[config.mk]
export PLATFORM = sky130hd
export DESIGN_NAME = id_ex_operand_stage_flat
export DESIGN_NICKNAME = d
export VERILOG_FILES = /design/src/rtl/cpu_pkg.sv /design/src/rtl/id_ex_operand_stage_if.sv /design/src/rtl/fwd_mux.sv /design/src/rtl/id_ex_operand_stage.sv /design/src/flat_wrapper.sv
export SDC_FILE = /design/constraint.sdc
export NUM_CORES = 1
export LEC_CHECK = 0
export CAP_MARGIN = 5
export CORE_MARGIN = 5
export CORE_UTILIZATION = 42
export DETAILED_ROUTE_END_ITERATION = 8
export GPL_ROUTABILITY_DRIVEN = 0
export PLACE_DENSITY = 0.78
export SLEW_MARGIN = 20
export SYNTH_ARGS = -nofsm -noshare
export SYNTH_HDL_FRONTEND = slang
export SYNTH_HIERARCHICAL = 1
export SYNTH_SLANG_ARGS = --single-unit
[constraint.sdc]
create_clock -name clk -period 3.3 [get_ports clk]
set_input_delay 0.99 -clock clk [delete_from_list [all_inputs] [get_ports clk]]
set_output_delay 0.99 -clock clk [all_outputs]
set_load 0.03 [all_outputs]
[src/rtl/cpu_pkg.sv]
// Shared widths, ALU opcode encoding and the ID/EX state record for the
// operand stage that feeds the ALU.
package cpu_pkg;

  localparam int XLEN = 32;
  localparam int RW   = 5;
  localparam int SHW  = 5;

  typedef enum logic [1:0] {
    FN_ADD = 2'b00,
    FN_SUB = 2'b01,
    FN_SLL = 2'b10,
    FN_OR  = 2'b11
  } alu_funct_t;

  typedef struct packed {
    logic             valid;
    logic [RW-1:0]    rs;
    logic [RW-1:0]    rt;
    logic [RW-1:0]    rd;
    logic [XLEN-1:0]  rs_data;
    logic [XLEN-1:0]  rt_data;
    logic [SHW-1:0]   shamt;
    alu_funct_t       funct;
    logic             reg_write;
    logic             mem_read;
  } id_ex_state_t;

  // A bubble is the all-zero record: invalid, no control, r0 indices, ADD.
  localparam id_ex_state_t BUBBLE = id_ex_state_t'('0);

endpackage

[src/rtl/id_ex_operand_stage_if.sv]
// Signal bundle between decode, the later pipeline stages and the ID/EX
// operand stage; master drives decode/forwarding inputs, slave is the stage.
interface id_ex_operand_stage_if;
  import cpu_pkg::*;

  logic             id_valid;
  logic [XLEN-1:0]  id_rs_data;
  logic [XLEN-1:0]  id_rt_data;
  logic [RW-1:0]    id_rs;
  logic [RW-1:0]    id_rt;
  logic [RW-1:0]    id_rd;
  logic [SHW-1:0]   id_shamt;
  logic [1:0]       id_funct;
  logic             id_reg_write;
  logic             id_mem_read;
  logic             stall_in;
  logic             flush;
  logic             exm_reg_write;
  logic [RW-1:0]    exm_rd;
  logic [XLEN-1:0]  exm_result;
  logic             wb_reg_write;
  logic [RW-1:0]    wb_rd;
  logic [XLEN-1:0]  wb_data;

  logic [XLEN-1:0]  Src_1;
  logic [XLEN-1:0]  Src_2;
  logic [SHW-1:0]   Shamt;
  logic [1:0]       Funct;
  logic             ex_valid;
  logic             ex_reg_write;
  logic             ex_mem_read;
  logic [RW-1:0]    ex_rd;
  logic             stall_out;

  modport slave (
    input  id_valid, id_rs_data, id_rt_data, id_rs, id_rt, id_rd,
           id_shamt, id_funct, id_reg_write, id_mem_read,
           stall_in, flush,
           exm_reg_write, exm_rd, exm_result,
           wb_reg_write, wb_rd, wb_data,
    output Src_1, Src_2, Shamt, Funct,
           ex_valid, ex_reg_write, ex_mem_read, ex_rd, stall_out
  );

  modport master (
    output id_valid, id_rs_data, id_rt_data, id_rs, id_rt, id_rd,
           id_shamt, id_funct, id_reg_write, id_mem_read,
           stall_in, flush,
           exm_reg_write, exm_rd, exm_result,
           wb_reg_write, wb_rd, wb_data,
    input  Src_1, Src_2, Shamt, Funct,
           ex_valid, ex_reg_write, ex_mem_read, ex_rd, stall_out
  );

endinterface

[src/rtl/fwd_mux.sv]
// Operand bypass for one source register: EX/MEM result wins over MEM/WB
// data, which wins over the value read from the register file in decode.
module fwd_mux #(
  parameter int XLEN = 32,
  parameter int RW   = 5
) (
  input  logic [RW-1:0]    i_idx,
  input  logic [XLEN-1:0]  i_reg_data,
  input  logic             i_exm_reg_write,
  input  logic [RW-1:0]    i_exm_rd,
  input  logic [XLEN-1:0]  i_exm_result,
  input  logic             i_wb_reg_write,
  input  logic [RW-1:0]    i_wb_rd,
  input  logic [XLEN-1:0]  i_wb_data,
  output logic [XLEN-1:0]  o_operand
);

  logic w_exm_hit;
  logic w_wb_hit;

  // r0 is hard-wired zero, so a write targeting it must never be bypassed.
  assign w_exm_hit = i_exm_reg_write && (i_exm_rd != '0) && (i_exm_rd == i_idx);
  assign w_wb_hit  = i_wb_reg_write  && (i_wb_rd  != '0) && (i_wb_rd  == i_idx);

  always_comb begin
    o_operand = i_reg_data;
    if (w_exm_hit) begin
      o_operand = i_exm_result;
    end else if (w_wb_hit) begin
      o_operand = i_wb_data;
    end
  end

endmodule

[src/rtl/id_ex_operand_stage.sv]
// ID/EX pipeline register in front of the ALU: captures decoded operands,
// bypasses from EX/MEM and MEM/WB, and inserts a bubble on load-use hazards.
module id_ex_operand_stage
  import cpu_pkg::*;
(
  input  logic                    clk,
  input  logic                    rst,
  id_ex_operand_stage_if.slave    bus
);

  id_ex_state_t     r_state;
  id_ex_state_t     w_state_next;
  id_ex_state_t     w_id_state;
  logic             w_load_use;

  logic [RW-1:0]    w_idx      [2];
  logic [XLEN-1:0]  w_reg_data [2];
  logic [XLEN-1:0]  w_operand  [2];

  // A load sitting in EX cannot supply its data until MEM, so a dependent
  // instruction in decode has to wait one cycle behind a bubble.
  assign w_load_use = r_state.valid && r_state.mem_read && (r_state.rd != '0) &&
                      bus.id_valid &&
                      ((bus.id_rs == r_state.rd) || (bus.id_rt == r_state.rd));

  always_comb begin
    w_id_state           = BUBBLE;
    w_id_state.valid     = bus.id_valid;
    w_id_state.rs        = bus.id_rs;
    w_id_state.rt        = bus.id_rt;
    w_id_state.rd        = bus.id_rd;
    w_id_state.rs_data   = bus.id_rs_data;
    w_id_state.rt_data   = bus.id_rt_data;
    w_id_state.shamt     = bus.id_shamt;
    w_id_state.funct     = alu_funct_t'(bus.id_funct);
    w_id_state.reg_write = bus.id_reg_write;
    w_id_state.mem_read  = bus.id_mem_read;
  end

  always_comb begin
    w_state_next = r_state;
    if (bus.flush) begin
      w_state_next = BUBBLE;
    end else if (bus.stall_in) begin
      w_state_next = r_state;
    end else if (w_load_use) begin
      w_state_next = BUBBLE;
    end else begin
      w_state_next = w_id_state;
    end
  end

  always_ff @(posedge clk or posedge rst) begin
    if (rst) begin
      r_state <= BUBBLE;
    end else begin
      r_state <= w_state_next;
    end
  end

  assign w_idx[0]      = r_state.rs;
  assign w_idx[1]      = r_state.rt;
  assign w_reg_data[0] = r_state.rs_data;
  assign w_reg_data[1] = r_state.rt_data;

  genvar gi;
  generate
    for (gi = 0; gi < 2; gi++) begin : g_fwd
      fwd_mux #(
        .XLEN (XLEN),
        .RW   (RW)
      ) u_fwd_mux (
        .i_idx           (w_idx[gi]),
        .i_reg_data      (w_reg_data[gi]),
        .i_exm_reg_write (bus.exm_reg_write),
        .i_exm_rd        (bus.exm_rd),
        .i_exm_result    (bus.exm_result),
        .i_wb_reg_write  (bus.wb_reg_write),
        .i_wb_rd         (bus.wb_rd),
        .i_wb_data       (bus.wb_data),
        .o_operand       (w_operand[gi])
      );
    end
  endgenerate

  assign bus.Src_1        = w_operand[0];
  assign bus.Src_2        = w_operand[1];
  assign bus.Shamt        = r_state.shamt;
  assign bus.Funct        = r_state.funct;
  assign bus.ex_valid     = r_state.valid;
  assign bus.ex_reg_write = r_state.reg_write;
  assign bus.ex_mem_read  = r_state.mem_read;
  assign bus.ex_rd        = r_state.rd;
  assign bus.stall_out    = w_load_use || bus.stall_in;

endmodule
[src/flat_wrapper.sv]
// flat-port wrapper written by rule: the top's interface ports become plain ports
module id_ex_operand_stage_flat import cpu_pkg::*;
  (clk, rst, bus_id_valid, bus_id_rs_data, bus_id_rt_data, bus_id_rs, bus_id_rt, bus_id_rd, bus_id_shamt, bus_id_funct, bus_id_reg_write, bus_id_mem_read, bus_stall_in, bus_flush, bus_exm_reg_write, bus_exm_rd, bus_exm_result, bus_wb_reg_write, bus_wb_rd, bus_wb_data, bus_Src_1, bus_Src_2, bus_Shamt, bus_Funct, bus_ex_valid, bus_ex_reg_write, bus_ex_mem_read, bus_ex_rd, bus_stall_out);
  id_ex_operand_stage_if bus_i ();
  input  logic clk;
  input  logic rst;
  input wire logic [$bits(bus_i.id_valid)-1:0] bus_id_valid;
  input wire logic [$bits(bus_i.id_rs_data)-1:0] bus_id_rs_data;
  input wire logic [$bits(bus_i.id_rt_data)-1:0] bus_id_rt_data;
  input wire logic [$bits(bus_i.id_rs)-1:0] bus_id_rs;
  input wire logic [$bits(bus_i.id_rt)-1:0] bus_id_rt;
  input wire logic [$bits(bus_i.id_rd)-1:0] bus_id_rd;
  input wire logic [$bits(bus_i.id_shamt)-1:0] bus_id_shamt;
  input wire logic [$bits(bus_i.id_funct)-1:0] bus_id_funct;
  input wire logic [$bits(bus_i.id_reg_write)-1:0] bus_id_reg_write;
  input wire logic [$bits(bus_i.id_mem_read)-1:0] bus_id_mem_read;
  input wire logic [$bits(bus_i.stall_in)-1:0] bus_stall_in;
  input wire logic [$bits(bus_i.flush)-1:0] bus_flush;
  input wire logic [$bits(bus_i.exm_reg_write)-1:0] bus_exm_reg_write;
  input wire logic [$bits(bus_i.exm_rd)-1:0] bus_exm_rd;
  input wire logic [$bits(bus_i.exm_result)-1:0] bus_exm_result;
  input wire logic [$bits(bus_i.wb_reg_write)-1:0] bus_wb_reg_write;
  input wire logic [$bits(bus_i.wb_rd)-1:0] bus_wb_rd;
  input wire logic [$bits(bus_i.wb_data)-1:0] bus_wb_data;
  output wire logic [$bits(bus_i.Src_1)-1:0] bus_Src_1;
  output wire logic [$bits(bus_i.Src_2)-1:0] bus_Src_2;
  output wire logic [$bits(bus_i.Shamt)-1:0] bus_Shamt;
  output wire logic [$bits(bus_i.Funct)-1:0] bus_Funct;
  output wire logic [$bits(bus_i.ex_valid)-1:0] bus_ex_valid;
  output wire logic [$bits(bus_i.ex_reg_write)-1:0] bus_ex_reg_write;
  output wire logic [$bits(bus_i.ex_mem_read)-1:0] bus_ex_mem_read;
  output wire logic [$bits(bus_i.ex_rd)-1:0] bus_ex_rd;
  output wire logic [$bits(bus_i.stall_out)-1:0] bus_stall_out;
  assign bus_i.id_valid = bus_id_valid;
  assign bus_i.id_rs_data = bus_id_rs_data;
  assign bus_i.id_rt_data = bus_id_rt_data;
  assign bus_i.id_rs = bus_id_rs;
  assign bus_i.id_rt = bus_id_rt;
  assign bus_i.id_rd = bus_id_rd;
  assign bus_i.id_shamt = bus_id_shamt;
  assign bus_i.id_funct = bus_id_funct;
  assign bus_i.id_reg_write = bus_id_reg_write;
  assign bus_i.id_mem_read = bus_id_mem_read;
  assign bus_i.stall_in = bus_stall_in;
  assign bus_i.flush = bus_flush;
  assign bus_i.exm_reg_write = bus_exm_reg_write;
  assign bus_i.exm_rd = bus_exm_rd;
  assign bus_i.exm_result = bus_exm_result;
  assign bus_i.wb_reg_write = bus_wb_reg_write;
  assign bus_i.wb_rd = bus_wb_rd;
  assign bus_i.wb_data = bus_wb_data;
  assign bus_Src_1 = bus_i.Src_1;
  assign bus_Src_2 = bus_i.Src_2;
  assign bus_Shamt = bus_i.Shamt;
  assign bus_Funct = bus_i.Funct;
  assign bus_ex_valid = bus_i.ex_valid;
  assign bus_ex_reg_write = bus_i.ex_reg_write;
  assign bus_ex_mem_read = bus_i.ex_mem_read;
  assign bus_ex_rd = bus_i.ex_rd;
  assign bus_stall_out = bus_i.stall_out;
  id_ex_operand_stage u_core (.clk(clk), .rst(rst), .bus(bus_i));
endmodule
==> metrics.yaml, run 1 <==
status: "finished, violations left"
violations: "negative setup slack"
numClockSinks: 89
synth_seq_area_share_pct: 31.1
insertion_delay_ns: 0.36
synth_enable_flop_cells: 0
drt_iter0_markers: 1325
p_leak_nw: 5.53
cpPeakStageDelay_ns: 0.54
synthesis.nets: 981
routed-via-count: 9217
syn_inst: 812
grt_pass1_wl_microns: 55700
area_growth_pct: 85.4
cts_buffer_depth: 2
placed_cell_area_sq_um: 10600
crit_chain: "buf_8 > buf_4 > xnor2_1 > nand3_1 > buf_4 > nor4_1 > a31oi_2 > buf_6"
wl_per_cell_microns: 31.0
powerDensity_nw_per_um2: 380
ys_types: 31
drv_cap: 0
dp_worst_setup_slack_ns: -0.728
cts_hold_buf: 0
crit_path_end_kind: "output port"
final-hold-violation-count: 0
period_minus_slack_ns: 3.66
setup.worst_path.end: "bus_Src_2[4]"
via_per_inst: 7.25
postRouteAntennaNets: 0
die-area_sq_um: 19700
async_reset_ff_share_pct: 100
cts_made_buffers: 9
slew_headroom_pct: 25.3
crit_start: "bus_exm_rd[2]"
holdPathStages: 2
arrival_ns: 2.67
hold_class: "register to register"
cp_num_cells: 8
r2r_slack_ns: 0.62
critPathRequiredTime_ns: 2.31
n_fill_cell: 959
setup_slack_ns: -0.363
slew_viol_final: 0
fin_nets: 1214
drive_gt1_share_pct: 39.2
overflow: 0
die_x_microns: 141
path_max_fanout: 32
io_pins: 249
htreeDepth: 3
fin_skew_ns: 0.00857
power_mw: 5.04
yosysMostFrequentCell: "and3_1"
die_y_microns: 141
rows: 47
r2r-end: "u_core/r_state[63]"
crit_top_cell: "buf_4"
yosysTopAreaCell: "dfrtp_1"
design_area_sq_um: 13300
clkSlewWorstSetupHoldPaths_ns: 0.07
ys.flop_type: "dfrtp_1"
cp-start-kind: "input port"
rr_worst_depth: 5
drt_first_pass_iters: 7
rsz0062_at_grt: "yes"
cts_tree: "yes"
core_sq_um: 16600
grt_use_total_pct: 36.2
cp_top_family: "buffers and inverters"
grt_max_degree: 90
tightestPinTransition_ns: 1.12
syn_area_sq_um: 7150
ys_ff_latch: 89
avgSynthCellArea_sq_um: 8.81
r2r-start: "u_core/bus.ex_rd[1]"
crit_type: "input port to output port"
synth_common_cells: "91 x and3_1, 89 x a21o_1, 89 x dfrtp_1, 87 x clkbuf_1, 66 x nor4_1"
setup_viol: 64
io_buffers: 248
wl_microns: 39400
cpMaxStageDelayCell: "nor4_1"
yosys_warnings: 6
hpwl_microns: 21600
root_buffer: "clkbuf_16"
synth_area_leaders: "dfrtp_1 31%, a21o_1 9.3%, and3_1 8.0%, a32o_1 7.0%, o31ai_1 6.7%"
grt_pass1_vias: 9006
antenna_found_initial: 2
initial_core_util_pct: 43.0
drc_errors: 0
ir_drop_v: 0.000320
timing.final.crit_share_pct: 111
yosys.area.top_type_share_pct: 31.1
path_buf_inv: 4
fmax_mhz: 273
-- repair_timing --
| item | CTS | global route |
|---|---|---|
| gates cloned | 19 | 1 |
| buffers inserted | 14 | 2 |
| pin swaps | 70 | 43 |
| gates resized for setup | 296 | 81 |
| setup endpoints to repair | 65 | 65 |
-- layout by cell type (no fill, tap or decap), types with 3 or more instances in the layout --
cell type / Yosys / routed
buf_12: 0 / 48
a31oi_4: 0 / 20
and3_1: 91 / 89
buf_2: 8 / 9
xor2_1: 10 / 9
nand4_1: 64 / 64
o31ai_1: 64 / 9
a21o_1: 89 / 89
buf_16: 0 / 9
o31ai_2: 0 / 27
buf_8: 0 / 3
a32o_1: 50 / 50
and2_4: 0 / 3
or4_4: 3 / 3
nand2_1: 6 / 5
nor4_2: 0 / 15
buf_4: 14 / 47
dlymetal6s2s_1: 0 / 3
buf_6: 15 / 61
dfrtp_1: 89 / 89
clkdlybuf4s50_1: 0 / 167
xnor2_4: 0 / 4
xnor2_2: 0 / 5
clkbuf_16: 0 / 10
a31oi_2: 0 / 43
a22o_1: 39 / 39
clkinv_2: 0 / 3
o31ai_4: 0 / 28
nor4_1: 66 / 9
nor4_4: 0 / 42
xnor2_1: 16 / 7
-- where the power goes --
group | leakage, nW | switching (mW) | total (mW) | internal [mW]
combinational | 4.25 | 1.45 | 2.64 | 1.19
sequential | 1.14 | 0.133 | 1.34 | 1.20
clock | 0.142 | 0.460 | 1.07 | 0.606
total | 5.53 | 2.04 | 5.04 | 2.99
-- worst reg2reg max path, delay by kind of cell, from the launching register on --
family          cells  cell delay (ns)
simple gates        1             0.58
flops               1             0.46
compound gates      3             0.72
buf+inv             1             0.86
-- metal layers --
metal / share of wire, % / GRT usage (%)
met1: 36 / 44.8
met2: 47 / 60.4
met3: 12 / 10.7
met4: 4.0 / 12.5
met5: 0.033 / 0
-- cell type report --
class	count	area (sq um)	area share [%]
Clock inverter	5	55.1	0.415
Inverter	3	15.0	0.113
Sequential cell	89	2230	16.8
Clock buffer	11	243	1.83
Multi-Input combinational cell	590	6310	47.6
Timing Repair Buffer	352	4130	31.2
Antenna cell	1	2.50	0.0189
Tap cell	220	275	2.07
-- logic make-up (layout without fill, tap and decap cells) --
group | count (synthesis) | after routing | synth area share [%]
compound gates | 315 | 315 | 34.8
simple gates | 249 | 249 | 21.5
buf+inv | 133 | 371 | 9.43
flops | 89 | 89 | 31.1
xor+xnor | 26 | 26 | 3.18
other cells | 0 | 1 | 0
-- worst min-delay path by stage --
stage / to / startpoint
final: u_core/bus.Shamt[1] / u_core/bus.Shamt[1]
after global routing: u_core/r_state[17] / u_core/r_state[17]
after CTS: u_core/r_state[17] / u_core/r_state[17]
after detailed placement: u_core/r_state[17] / u_core/r_state[17]
after global placement: u_core/r_state[16] / u_core/r_state[16]
after floorplan: u_core/r_state[70] / u_core/r_state[70]
-- metrics by stage --
step | util (%) | TNS (ns) | cells | hold slack [ns]
2_1_floorplan | - | -0.0274 | 812 | 0.539
3_3_place_gp | 63.5 | -40.75 | 1224 | 0.559
3_5_place_dp | 63.5 | -42.81 | 1224 | 0.563
4_1_cts | 77.4 | -18.17 | 1273 | 0.586
5_1_grt | 79.7 | -19.89 | 1271 | 0.613
6_report | 79.7 | -18.38 | 1271 | 0.588
-- registers in the layout, indices dropped and copies added, names as in the netlist --
name	cells
u_core/bus.ex_rd	5
u_core/bus.ex_mem_read	1
u_core/bus.Funct	2
u_core/bus.Shamt	5
u_core/bus.ex_reg_write	1
u_core/bus.ex_valid	1
u_core/r_state	74
No activity file was read; power rests on OpenSTA's default activity.
==> run 2: changes to the inputs <==
- CORE_UTILIZATION: 42 -> 50
- PLACE_DENSITY: 0.78 -> 0.87
- clock period: 3.3 -> 4.8 ns (I/O delays scaled with it)
==> metrics.yaml, run 2 (synthesized netlist as in run 1, its figures left out) <==
status: "finished clean"
final-hold-violation-count: 0
grt_pass1_vias: 8133
r2r-start: "u_core/bus.ex_rd[1]"
regMostFlops: "u_core/r_state"
power_frac_clock_pct: 23.5
whs_endpoint: "u_core/bus.Shamt[0]"
p_switching_mw: 1.13
crit_chain: "clkdlybuf4s50_1 > nor2_1 > a21oi_4 > or3_4 > buf_12 > a31oi_2 > bufbuf_16"
cp_top_family: "buffers and inverters"
swShare_pct: 38.6
intPower_mw: 1.80
diodes: 0
finalSetupTns_ns: 0
postRouteAntennaNets: 0
rows: 43
fmax_mhz: 209
setup_viol: 0
drv_cap: 0
crit_path_end_kind: "output port"
timing.final.crit_share_pct: 99.5
io_buffers: 248
hold_class: "register to register"
die_y_microns: 130
arrival_ns: 3.33
overflow: 0
initial_core_util_pct: 51.3
worstHoldStart: "u_core/bus.Shamt[0]"
path_buf_inv: 3
root_buffer: "clkbuf_16"
rsz0062_at_grt: "yes"
drc_errors: 0
design_area_sq_um: 10500
cp-start-kind: "input port"
drt_iter0_markers: 1444
placed_cell_area_sq_um: 9920
clkSlewWorstSetupHoldPaths_ns: 0.07
rr_worst_depth: 5
combPwrFrac_pct: 45.9
largest_register_ffs: 74
ir_drop_v: 0.000230
r2r-end: "u_core/r_state[70]"
cts_buffer_depth: 2
area_growth_pct: 47.3
holdPathStages: 2
routed-via-count: 8588
fin_skew_ns: 0.00791
r2r_slack_ns: 2.19
die_x_microns: 130
die-area_sq_um: 16800
drive_gt1_share_pct: 18.2
mostFrequentLayoutCells: "175 x clkdlybuf4s50_1, 91 x and3_1, 89 x a21o_1, 89 x dfrtp_1, 82 x buf_4"
insertion_delay_ns: 0.36
crit_type: "input port to output port"
fin_nets: 1171
cpPeakStageDelay_ns: 0.45
period_minus_slack_ns: 4.77
grt_max_degree: 91
grt_pass1_wl_microns: 46300
grt_use_total_pct: 35.9
cts_tree: "yes"
seqPwrFrac_pct: 30.6
wl_per_cell_microns: 26.8
slew_headroom_pct: 31.1
wl_microns: 31800
htreeDepth: 3
tightestPinTransition_ns: 1.03
powerDensity_nw_per_um2: 278
cts_made_buffers: 9
final_common_cell: "clkdlybuf4s50_1"
cpMaxStageDelayCell: "clkdlybuf4s50_1"
via_per_inst: 7.24
hpwl_microns: 20800
antenna_found_initial: 0
numClockSinks: 89
slew_viol_final: 0
core_sq_um: 13900
path_max_fanout: 21
io_pins: 249
critPathRequiredTime_ns: 3.36
p_leak_nw: 4.81
drt_first_pass_iters: 6
==> run 2: cell count changes in the layout (fill, tap and decap cells not counted), moves of 27 or more <==
cell / change
a31oi_1: +56
a31oi_2: -36
buf_4: +35
buf_6: -59
nor4_1: +55
nor4_4: -41
o31ai_1: +44
o31ai_4: -27
==> run 2: power by group through the flow <==
stage	Combinational, mW	Clock, mW	Sequential, mW
2_1_floorplan	0.674	0	0.887
3_3_place_gp	1.23	0	0.898
5_1_grt	1.40	0.720	0.903
3_5_place_dp	1.25	0	0.902
4_1_cts	1.29	0.692	0.889
6_report	1.34	0.688	0.897
==> run 2: per-layer routing <==
layer / up-vias / track usage [%] / share of wire, %
li1: 3672 / - / -
met1: 4069 / 45.5 / 37
met2: 697 / 57.2 / 45
met3: 150 / 8.49 / 13
met4: 0 / 18.2 / 5.9
met5: - / 0 / 0
==> run 2: worst max-delay path by stage <==
stage / to / start / cells after the start / slack, ns
after floorplan: bus_Src_1[10] / bus_wb_rd[0] / 5 / 0.40
after global placement: bus_Src_2[17] / bus_exm_rd[0] / 7 / -0.17
after detailed placement: bus_Src_2[19] / bus_exm_rd[0] / 7 / -0.17
after CTS: bus_Src_1[25] / bus_wb_rd[1] / 7 / -0.01
after global routing: bus_Src_2[17] / bus_exm_rd[4] / 7 / -0.04
final: bus_Src_2[17] / bus_exm_rd[4] / 7 / 0.03
==> run 2: layout make-up <==
| class | instances | area [sq um] |
|---|---|---|
| clock buffer | 10 | 239 |
| clock inverter | 6 | 43.8 |
| fill | 1004 | 3400 |
| inverter | 3 | 15.0 |
| multi-input combinational | 590 | 4450 |
| sequential | 89 | 2230 |
| tap | 180 | 225 |
| timing repair buffer | 309 | 3340 |
==> run 2: tightest hold or removal path, cell delays in order (launching register included) <==
cell and delay, ns:
dfrtp_1 0.34, a22o_1 0.13, a21o_1 0.08
==> run 2: per-stage QoR <==
stage,utilization [%],instances,setup WS [ns],hold WS (ns),power (mW)
floorplan,-,812,0.398,0.539,1.56
global placement,71.2,1163,-0.167,0.558,2.13
detailed placement,71.2,1163,-0.173,0.562,2.15
CTS,74.6,1185,-0.0145,0.585,2.88
global route,75.6,1187,-0.0382,0.612,3.02
finish,75.6,1187,0.0253,0.586,2.93
==> run 2: timing repair <==
| item | CTS | global route |
|---|---|---|
| gates cloned | 3 | 1 |
| hold buffers | 0 | 0 |
| resized for setup | 24 | 23 |
| pin swaps | 6 | 8 |
| endpoints found under the setup margin | 59 | 53 |
| setup buffers | 3 | 1 |
